**config.mk**
```make
export PLATFORM = sky130hd
export DESIGN_NAME = bdma_ahb_arbiter_flat
export DESIGN_NICKNAME = d
export VERILOG_FILES = /design/src/rtl/buzzer_pkg.sv /design/src/rtl/bdma_ahb_arbiter_if.sv /design/src/rtl/bdma_ahb_arbiter.sv /design/src/flat_wrapper.sv
export SDC_FILE = /design/constraint.sdc
export NUM_CORES = 1
export LEC_CHECK = 0
export CORE_MARGIN = 2
export CORE_UTILIZATION = 40
export DETAILED_ROUTE_END_ITERATION = 12
export GPL_ROUTABILITY_DRIVEN = 1
export PLACE_DENSITY_LB_ADDON = 0.08
export SYNTH_ARGS = -nofsm -noshare
export SYNTH_HDL_FRONTEND = slang
export SYNTH_SLANG_ARGS = --single-unit
```
**constraint.sdc**
```tcl
create_clock -name clk -period 4.87 [get_ports clk]
set_input_delay 0.487 -clock clk [delete_from_list [all_inputs] [get_ports clk]]
set_output_delay 0.487 -clock clk [all_outputs]
set_load 0.03 [all_outputs]
```
**src/rtl/buzzer_pkg.sv**
```systemverilog
// Shared definitions for the buzzer DMA bus logic: AHB transfer codes,
// arbiter FSM states and the two-port winner selection.
package buzzer_pkg;

    localparam logic [1:0] HTRANS_IDLE   = 2'b00;
    localparam logic [1:0] HTRANS_NONSEQ = 2'b10;
    localparam int         NUM_PORTS     = 2;

    typedef enum logic [1:0] {
        ARB_IDLE = 2'd0,
        ARB_ADDR = 2'd1,
        ARB_DATA = 2'd2
    } arb_state_e;

    // One-hot winner among the candidate ports. On a tie, fixed mode always
    // picks Sound (port 1); alternating mode picks the port that did not win
    // the previous tie.
    function automatic logic [1:0] pick_winner(
        input logic [1:0] cand,
        input logic       round_robin,
        input logic       last_ptr
    );
        logic [1:0] win;
        win = cand;
        if (cand == 2'b11) begin
            if (!round_robin) begin
                win = 2'b10;
            end else begin
                win = last_ptr ? 2'b01 : 2'b10;
            end
        end
        return win;
    endfunction

endpackage

```
**src/rtl/bdma_ahb_arbiter_if.sv**
```systemverilog
// Bus bundle around the buzzer arbiter: two requester slave ports (BGM, Sound)
// and the shared AHB-Lite read master port.
interface bdma_ahb_arbiter_if;

    logic [31:0] b_haddr;
    logic [1:0]  b_htrans;
    logic [31:0] b_hrdata;
    logic        b_hready;

    logic [31:0] s_haddr;
    logic [1:0]  s_htrans;
    logic [31:0] s_hrdata;
    logic        s_hready;

    logic [31:0] m_haddr;
    logic [1:0]  m_htrans;
    logic        m_hwrite;
    logic [31:0] m_hrdata;
    logic        m_hready;

    logic [1:0]  grant;
    logic        busy;

    // Arbiter side of the bundle.
    modport master (
        input  b_haddr, b_htrans, s_haddr, s_htrans, m_hrdata, m_hready,
        output b_hrdata, b_hready, s_hrdata, s_hready,
        output m_haddr, m_htrans, m_hwrite, grant, busy
    );

    // Environment side: the two DMA engines plus the bus matrix.
    modport slave (
        output b_haddr, b_htrans, s_haddr, s_htrans, m_hrdata, m_hready,
        input  b_hrdata, b_hready, s_hrdata, s_hready,
        input  m_haddr, m_htrans, m_hwrite, grant, busy
    );

endinterface

```
**src/rtl/bdma_ahb_arbiter.sv**
```systemverilog
// Serialises single reads from the BGM (port 0) and Sound (port 1) DMA engines
// onto one shared AHB-Lite read master, one outstanding transfer at a time.
module bdma_ahb_arbiter
    import buzzer_pkg::*;
#(
    parameter bit ROUND_ROBIN = 1'b0
) (
    input  logic                  clk,
    input  logic                  rst_n,
    bdma_ahb_arbiter_if.master    bus
);

    arb_state_e  state_reg, state_next;
    logic [1:0]  grant_reg, grant_next;
    logic        ptr_reg, ptr_next;
    logic [31:0] m_haddr_reg, m_haddr_next;
    logic [1:0]  m_htrans_reg, m_htrans_next;
    logic        busy_int;

    logic [31:0] haddr      [NUM_PORTS];
    logic [31:0] addr_reg   [NUM_PORTS];
    logic [31:0] addr_next  [NUM_PORTS];
    logic [31:0] hrdata_int [NUM_PORTS];
    logic [1:0]  req_on;
    logic [1:0]  pend_reg, pend_next;
    logic [1:0]  capture, complete, hready_int;

    logic        arb_now;
    logic [1:0]  cand, winner;
    logic        unused_htrans;

    assign haddr[0] = bus.b_haddr;
    assign haddr[1] = bus.s_haddr;
    assign req_on   = {bus.s_htrans[1], bus.b_htrans[1]};
    assign unused_htrans = bus.b_htrans[0] ^ bus.s_htrans[0];

    // Per-port request capture and pending tracking.
    genvar gi;
    generate
        for (gi = 0; gi < NUM_PORTS; gi++) begin : g_port
            logic        pend_bit_reg;
            logic [31:0] addr_bit_reg;

            assign complete[gi]   = (state_reg == ARB_DATA) && bus.m_hready && grant_reg[gi];
            assign hready_int[gi] = !pend_bit_reg || complete[gi];
            assign capture[gi]    = req_on[gi] && hready_int[gi];
            assign pend_next[gi]  = capture[gi] || (pend_bit_reg && !complete[gi]);
            assign addr_next[gi]  = capture[gi] ? haddr[gi] : addr_bit_reg;
            assign hrdata_int[gi] = complete[gi] ? bus.m_hrdata : 32'h0;

            always_ff @(posedge clk or negedge rst_n) begin
                if (!rst_n) begin
                    pend_bit_reg <= 1'b0;
                    addr_bit_reg <= 32'h0;
                end else begin
                    pend_bit_reg <= pend_next[gi];
                    addr_bit_reg <= addr_next[gi];
                end
            end

            assign pend_reg[gi] = pend_bit_reg;
            assign addr_reg[gi] = addr_bit_reg;
        end
    endgenerate

    // State register together with the registered master-side outputs.
    always_ff @(posedge clk or negedge rst_n) begin
        if (!rst_n) begin
            state_reg    <= ARB_IDLE;
            grant_reg    <= 2'b00;
            ptr_reg      <= 1'b0;
            m_haddr_reg  <= 32'h0;
            m_htrans_reg <= HTRANS_IDLE;
        end else begin
            state_reg    <= state_next;
            grant_reg    <= grant_next;
            ptr_reg      <= ptr_next;
            m_haddr_reg  <= m_haddr_next;
            m_htrans_reg <= m_htrans_next;
        end
    end

    // Next state and arbitration. A port completing this cycle is excluded
    // from the candidates so a back-to-back request cannot jump ahead of a
    // waiting peer; requests arriving this cycle are already eligible.
    always_comb begin
        state_next   = state_reg;
        grant_next   = grant_reg;
        ptr_next     = ptr_reg;
        m_haddr_next = m_haddr_reg;
        arb_now      = 1'b0;
        cand         = 2'b00;

        case (state_reg)
            ARB_IDLE: begin
                arb_now = 1'b1;
                cand    = pend_reg | capture;
            end
            ARB_ADDR: begin
                state_next = ARB_DATA;
            end
            ARB_DATA: begin
                if (bus.m_hready) begin
                    arb_now = 1'b1;
                    cand    = (pend_reg | capture) & ~grant_reg;
                end
            end
            default: begin
                state_next = ARB_IDLE;
            end
        endcase

        winner = pick_winner(cand, ROUND_ROBIN, ptr_reg);

        if (arb_now) begin
            if (cand != 2'b00) begin
                state_next   = ARB_ADDR;
                grant_next   = winner;
                m_haddr_next = winner[1] ? addr_next[1] : addr_next[0];
                if (cand == 2'b11) begin
                    ptr_next = winner[1];
                end
            end else begin
                state_next = ARB_IDLE;
                grant_next = 2'b00;
            end
        end
    end

    // Output decode.
    always_comb begin
        m_htrans_next = (state_next == ARB_ADDR) ? HTRANS_NONSEQ : HTRANS_IDLE;
        busy_int      = (state_reg != ARB_IDLE);
    end

    assign bus.b_hready = hready_int[0];
    assign bus.s_hready = hready_int[1];
    assign bus.b_hrdata = hrdata_int[0];
    assign bus.s_hrdata = hrdata_int[1];
    assign bus.m_haddr  = m_haddr_reg;
    assign bus.m_htrans = m_htrans_reg;
    assign bus.m_hwrite = 1'b0;
    assign bus.grant    = grant_reg;
    assign bus.busy     = busy_int;

endmodule

```
**src/flat_wrapper.sv**
```systemverilog
// flat-port wrapper written by rule: the top's interface ports become plain ports
module bdma_ahb_arbiter_flat import buzzer_pkg::*;
#(
    parameter bit ROUND_ROBIN = 1'b0
)
  (clk, rst_n, bus_b_haddr, bus_b_htrans, bus_s_haddr, bus_s_htrans, bus_m_hrdata, bus_m_hready, bus_b_hrdata, bus_b_hready, bus_s_hrdata, bus_s_hready, bus_m_haddr, bus_m_htrans, bus_m_hwrite, bus_grant, bus_busy);
  bdma_ahb_arbiter_if bus_i ();
  input  logic clk;
  input  logic rst_n;
  input wire logic [$bits(bus_i.b_haddr)-1:0] bus_b_haddr;
  input wire logic [$bits(bus_i.b_htrans)-1:0] bus_b_htrans;
  input wire logic [$bits(bus_i.s_haddr)-1:0] bus_s_haddr;
  input wire logic [$bits(bus_i.s_htrans)-1:0] bus_s_htrans;
  input wire logic [$bits(bus_i.m_hrdata)-1:0] bus_m_hrdata;
  input wire logic [$bits(bus_i.m_hready)-1:0] bus_m_hready;
  output wire logic [$bits(bus_i.b_hrdata)-1:0] bus_b_hrdata;
  output wire logic [$bits(bus_i.b_hready)-1:0] bus_b_hready;
  output wire logic [$bits(bus_i.s_hrdata)-1:0] bus_s_hrdata;
  output wire logic [$bits(bus_i.s_hready)-1:0] bus_s_hready;
  output wire logic [$bits(bus_i.m_haddr)-1:0] bus_m_haddr;
  output wire logic [$bits(bus_i.m_htrans)-1:0] bus_m_htrans;
  output wire logic [$bits(bus_i.m_hwrite)-1:0] bus_m_hwrite;
  output wire logic [$bits(bus_i.grant)-1:0] bus_grant;
  output wire logic [$bits(bus_i.busy)-1:0] bus_busy;
  assign bus_i.b_haddr = bus_b_haddr;
  assign bus_i.b_htrans = bus_b_htrans;
  assign bus_i.s_haddr = bus_s_haddr;
  assign bus_i.s_htrans = bus_s_htrans;
  assign bus_i.m_hrdata = bus_m_hrdata;
  assign bus_i.m_hready = bus_m_hready;
  assign bus_b_hrdata = bus_i.b_hrdata;
  assign bus_b_hready = bus_i.b_hready;
  assign bus_s_hrdata = bus_i.s_hrdata;
  assign bus_s_hready = bus_i.s_hready;
  assign bus_m_haddr = bus_i.m_haddr;
  assign bus_m_htrans = bus_i.m_htrans;
  assign bus_m_hwrite = bus_i.m_hwrite;
  assign bus_grant = bus_i.grant;
  assign bus_busy = bus_i.busy;
  bdma_ahb_arbiter #(.ROUND_ROBIN(ROUND_ROBIN)) u_core (.clk(clk), .rst_n(rst_n), .bus(bus_i));
endmodule
```
# Word-level counts from Yosys, hierarchy flattened
# Cells that the tools add are included.
op_classes:
  muxes: 15
  n_div: 0
  reduce_logical: 20
  n_addsub: 0
  n_shift: 0
  bitwise_logic: 3
  magnitude_cmp: 0
  n_mul: 0
  n_eq_ne: 4
ops:
  columns: ["cell", "n"]
  rows:
  - ["2-to-1 mux 32 bit", 5]
  - ["2-to-1 mux 2 bit", 5]
  - ["one-hot mux 2 bit (2 select lines)", 2]
  - ["logical AND 1 bit", 7]
  - ["== test 2 x 1 -> 1 bit, second input constant", 2]
  - ["== test 2 bit, second input constant", 2]
  - ["logical NOT 1 bit", 4]
  - ["logical OR 1 bit", 4]
  - ["nonzero test 2 bit", 2]
  - ["bitwise AND 2 bit", 1]
  - ["logical NOT 2 bit", 1]
  - ["2-to-1 mux 1 bit", 2]
  - ["inverter 2 bit", 1]
  - ["OR 2 bit", 1]
  - ["one-hot mux 1 bit (2 select lines)", 1]
  - ["AND reduction 2 bit", 1]
  - ["OR reduction 2 bit", 1]
word_totals:
  mem_bits_rw: 0
  inputBits: 103
  reg_bits: 104
  n_memories: 0
  out_inout_bits: 104
  elab_cells: 50
  rom_bits: 0
  latch_bits: 0

# Logic depth before layout (Yosys ltp)
logic_depth:
  word_depth: 14
  depth_mapped: 8
  depth_no_buf: 6

# Least setup slack after synthesis
# No wires, ideal clock.
synth_timing:
  path_kind: "register to output"
  start: "register u_core.state_reg[0]"
  end: "output bus_b_hrdata[10]"
  stages_incl_launch_ff: 6
  t_arrival_ps: 1453
  required_time_ps: 4383
  slack_ps: 2930
  cell_sequence: "dfrtp_1 inv_1 ha_1 and3_2 clkbuf_1 and2_1"
synth_via:
  elab_chain_cells: 4
synth_lines:
  columns: ["element", "line", "source"]
  rows:
  - ["from (decl)", "bdma_ahb_arbiter.sv:13", "arb_state_e state_reg, state_next;"]
  - ["from (signal assigned)", "bdma_ahb_arbiter.sv:75", "state_reg <= state_next;"]
  - ["== test 2 bit", "bdma_ahb_arbiter.sv:44", "assign complete[gi] = (state_reg == ARB_DATA) && bus.m_hready && grant_reg[gi];"]
  - ["logical AND 1 bit (2 in a row)", "bdma_ahb_arbiter.sv:44", null]
  - ["2-to-1 mux 32 bit", "bdma_ahb_arbiter.sv:49", "assign hrdata_int[gi] = complete[gi] ? bus.m_hrdata : 32'h0;"]
  - ["to (decl)", "flat_wrapper.sv:16", "output wire logic [$bits(bus_i.b_hrdata)-1:0] bus_b_hrdata;"]
# Every way passes these cells.

# Final worst setup path
layout_timing:
  start: "input bus_m_hready"
  end: "output bus_s_hrdata[24]"
layout_via:
  elab_chain_cells: 3
layout_lines:
  columns: ["element", "line", "source"]
  rows:
  - ["from (decl)", "flat_wrapper.sv:15", "input wire logic [$bits(bus_i.m_hready)-1:0] bus_m_hready;"]
  - ["logical AND 1 bit (2 in a row)", "bdma_ahb_arbiter.sv:44", null]
  - ["2-to-1 mux 32 bit", "bdma_ahb_arbiter.sv:49", null]
  - ["to (decl)", "flat_wrapper.sv:18", "output wire logic [$bits(bus_i.s_hrdata)-1:0] bus_s_hrdata;"]
# Every way passes these cells.

==> impl_metrics.csv <==
group,metric,value,unit
power,total_leakage_power,3.29,nW
global_routing,grt_pass1_wl,22400,µm
worst_setup_path,path_cells,"clkdlybuf4s50_1, and3_2, and2_1, clkdlybuf4s50_1",
floorplan,die_y,115,µm
power,report.power.total,4.37,mW
sta,tightest_slew,1320,ps
synth,yosys-top-cells-count,"dfrtp_1 (103), and2_1 (65), o21ai_0 (61), inv_1 (35), nand2_1 (35)",
power,ir_worst_vdd,0.340,mV
power,combPwrFrac,48.7,%
synth,synth_edf_count,0,
global_routing,antenna_found_initial,1,
synth,synthFlopType,"dfrtp_1",
cells_and_area,largest_reg_flops,64,
sta,max_freq,331,MHz
route,vias,4272,
sta,finalSetupViolations,0,
power,clkPwrFrac,17.8,%
worst_setup_path,worst_setup_path_start_kind,"primary input",
clocking,ctsResizeCount,0,
clocking,cts_setup_buffers,0,
cells_and_area,synthToLayoutAreaGrowth,48.6,%
worst_setup_path,cp-end-kind,"output port",
worst_setup_path,arrival,2530,ps
floorplan,rows,40,
place,numPlacedInstances,811,
route,drc_errors,0,
route,drtPass1Iterations,4,
synth,syn_inst,491,
sta,slew_headroom,11.6,%
synth,yosysUniqueCellTypes,32,
global_routing,grt_usage,21.7,%
clocking,cts_buffer_depth,2,
route,ant_nets,0,
sta,period_needed,3020,ps
sta,clock_skew,8.61,ps
route,wirelength,14100,µm
worst_setup_path,critPathSlowestCell,"clkdlybuf4s50_1",
synth,synth_area,4900,µm²
floorplan,initial_core_util,40.8,%
clocking,cts_tree,"done",
route,wl_per_cell,17.1,µm
synth,yosysTopAreaCell,"dfrtp_1",
power,net-switching-power,1.72,mW
synth,synth_top_area_share,52.6,%
place,gp_congestion,0.758,
place,dp_slack,1770,ps
power,internal_power,2.65,mW
sta,rsz0062_at_grt,"false",
cells_and_area,fillers,1081,
cells_and_area,drive_above_1_share,5.89,%
route,via_per_inst,5.17,
sta,fin_setup_tns,0,ps
power,swShare,39.3,%
sta,setup_ws,1850,ps
floorplan,io_pins,207,
place,place_hpwl,9830,µm
route,drt_iter0_drc,193,
clocking,clk_pin_slew_worst_paths,70,ps
place,portBuffers,202,
clocking,clock-root-buffer,"clkbuf_16",
global_routing,grt-ovfl-total,0,
clocking,hold_buffers,0,
worst_setup_path,critPathMaxFanout,32,
clocking,htree_levels,3,
sta,hold_viol,0,
clocking,insertion_delay,340,ps
worst_setup_path,crit_required,4380,ps
sta,slew_viol_final,0,
synth,ys_warn_count,0,
sta,timing.final.crit_share,62.0,%
run,drv_cap,0,
power,p_seq_share,33.5,%
global_routing,grt_pass1_vias,4290,
worst_setup_path,cpMostUsedCell,"clkdlybuf4s50_1",
synth,synth.avg_cell_area,9.99,µm²
floorplan,die_area,13200,µm²
cells_and_area,final_nets,780,
clocking,clkSinkCount,103,
synth,synth_most_common_cell,"dfrtp_1",
worst_setup_path,critical_path_class,"in2out",
cells_and_area,post-route-util,60.7,%
floorplan,die_w,115,µm
power,power_density,600,nW/µm²
worst_setup_path,slowest_delay,670,ps
synth,synth_area_leaders,"dfrtp_1 (53%), and2_1 (8.3%), mux2i_1 (6.5%)",
synth,synth-seq-cells,103,
synth,async_reset_ff_share,100,%
outcome,status,"finished, final reports clean",
worst_hold_path,min_path_type,"in2async",
global_routing,grt_max_degree,77,
synth,yosysSeqAreaShare,52.6,%
clocking,cts_buffers,9,
floorplan,core,12000,µm²
cells_and_area,finalNonFillerCells,827,
critical path: cells and delay by family:
kind / cells / cell delay (ps)
buf+inv: 2 / 1290
simple gates: 2 / 750
stage by stage:
| stage | instance area, µm² | hold WS (ps) |
|---|---|---|
| floorplan | 4910 | 191 |
| global placement | 6970 | 461 |
| detailed placement | 6970 | 467 |
| CTS | 7290 | 333 |
| global route | 7290 | 388 |
| finish | 7290 | 286 |
routing by layer:
layer / global-route usage, % / up-vias / wire length [µm]
met2: 37.3 / 139 / 6990
li1: - / 2031 / -
met5: 0 / - / 0
met3: 5.59 / 14 / 1020
met4: 5.70 / 0 / 180
met1: 27.4 / 2088 / 5930
layout by cell type (no fill, tap or decap), types with 2 or more instances in the layout:
cell type,instances
and2_1,65
and3_1,32
and3_2,2
buf_4,8
bufinv_16,2
clkbuf_16,9
clkdlybuf4s50_1,201
conb_1,2
dfrtp_1,103
ha_1,2
inv_1,35
mux2i_1,32
nand2_1,35
nand2b_1,4
nand3_1,34
o21ai_0,61
o21ai_1,3
o22ai_1,25
o22ai_2,7
final timing paths:
path | startpoint | to | slack, ps | depth (start not counted)
hold / removal | rst_n | u_core.g_port[1].addr_bit_reg[5]$_DFF_PN0_ | 290 | 1
min in group clk | u_core.g_port[1].addr_bit_reg[28]$_DFF_PN0_ | u_core.g_port[1].addr_bit_reg[28]$_DFF_PN0_ | 480 | 2
setup / recovery | bus_m_hready | bus_s_hrdata[24] | 1850 | 4
max in group asynchronous | rst_n | u_core.g_port[1].addr_bit_reg[31]$_DFF_PN0_ | 3610 | 2
hold reg to reg | u_core.g_port[1].addr_bit_reg[28]$_DFF_PN0_ | u_core.g_port[1].addr_bit_reg[28]$_DFF_PN0_ | 480 | 2
setup reg to reg | u_core.state_reg[0]$_DFF_PN0_ | u_core.bus.m_haddr[14]$_DFFE_PN0P_ | 2170 | 7
logic make-up after synthesis:
kind of cell	Yosys count	synth area share, %
simple gates	178	20.3
compound gates	102	12.9
fa+ha+maj	2	0.510
other cells	1	0.0765
flops	103	52.6
mux	32	6.53
buf+inv	73	7.17
cell type report:
class	instances	area, µm²	share of cell area, %
flip-flops and latches	103	2580	35.4
repair buffers	209	2070	28.4
multi-input cells	316	2000	27.4
clock buffers	11	243	3.33
well taps	147	184	2.52
inverters	36	135	1.85
clock inverters	4	77.6	1.06
diodes	1	2.50	0.0343
power groups by stage:
stage               clock network [mW]  logic, mW  registers [mW]
CTS                              0.792       2.14            1.47
global placement                     0       2.09            1.47
floorplan                            0       1.15            1.73
global route                     0.828       2.33            1.51
finish                           0.776       2.13            1.46
detailed placement                   0       2.14            1.48
No activity file was read; power rests on OpenSTA's default activity.
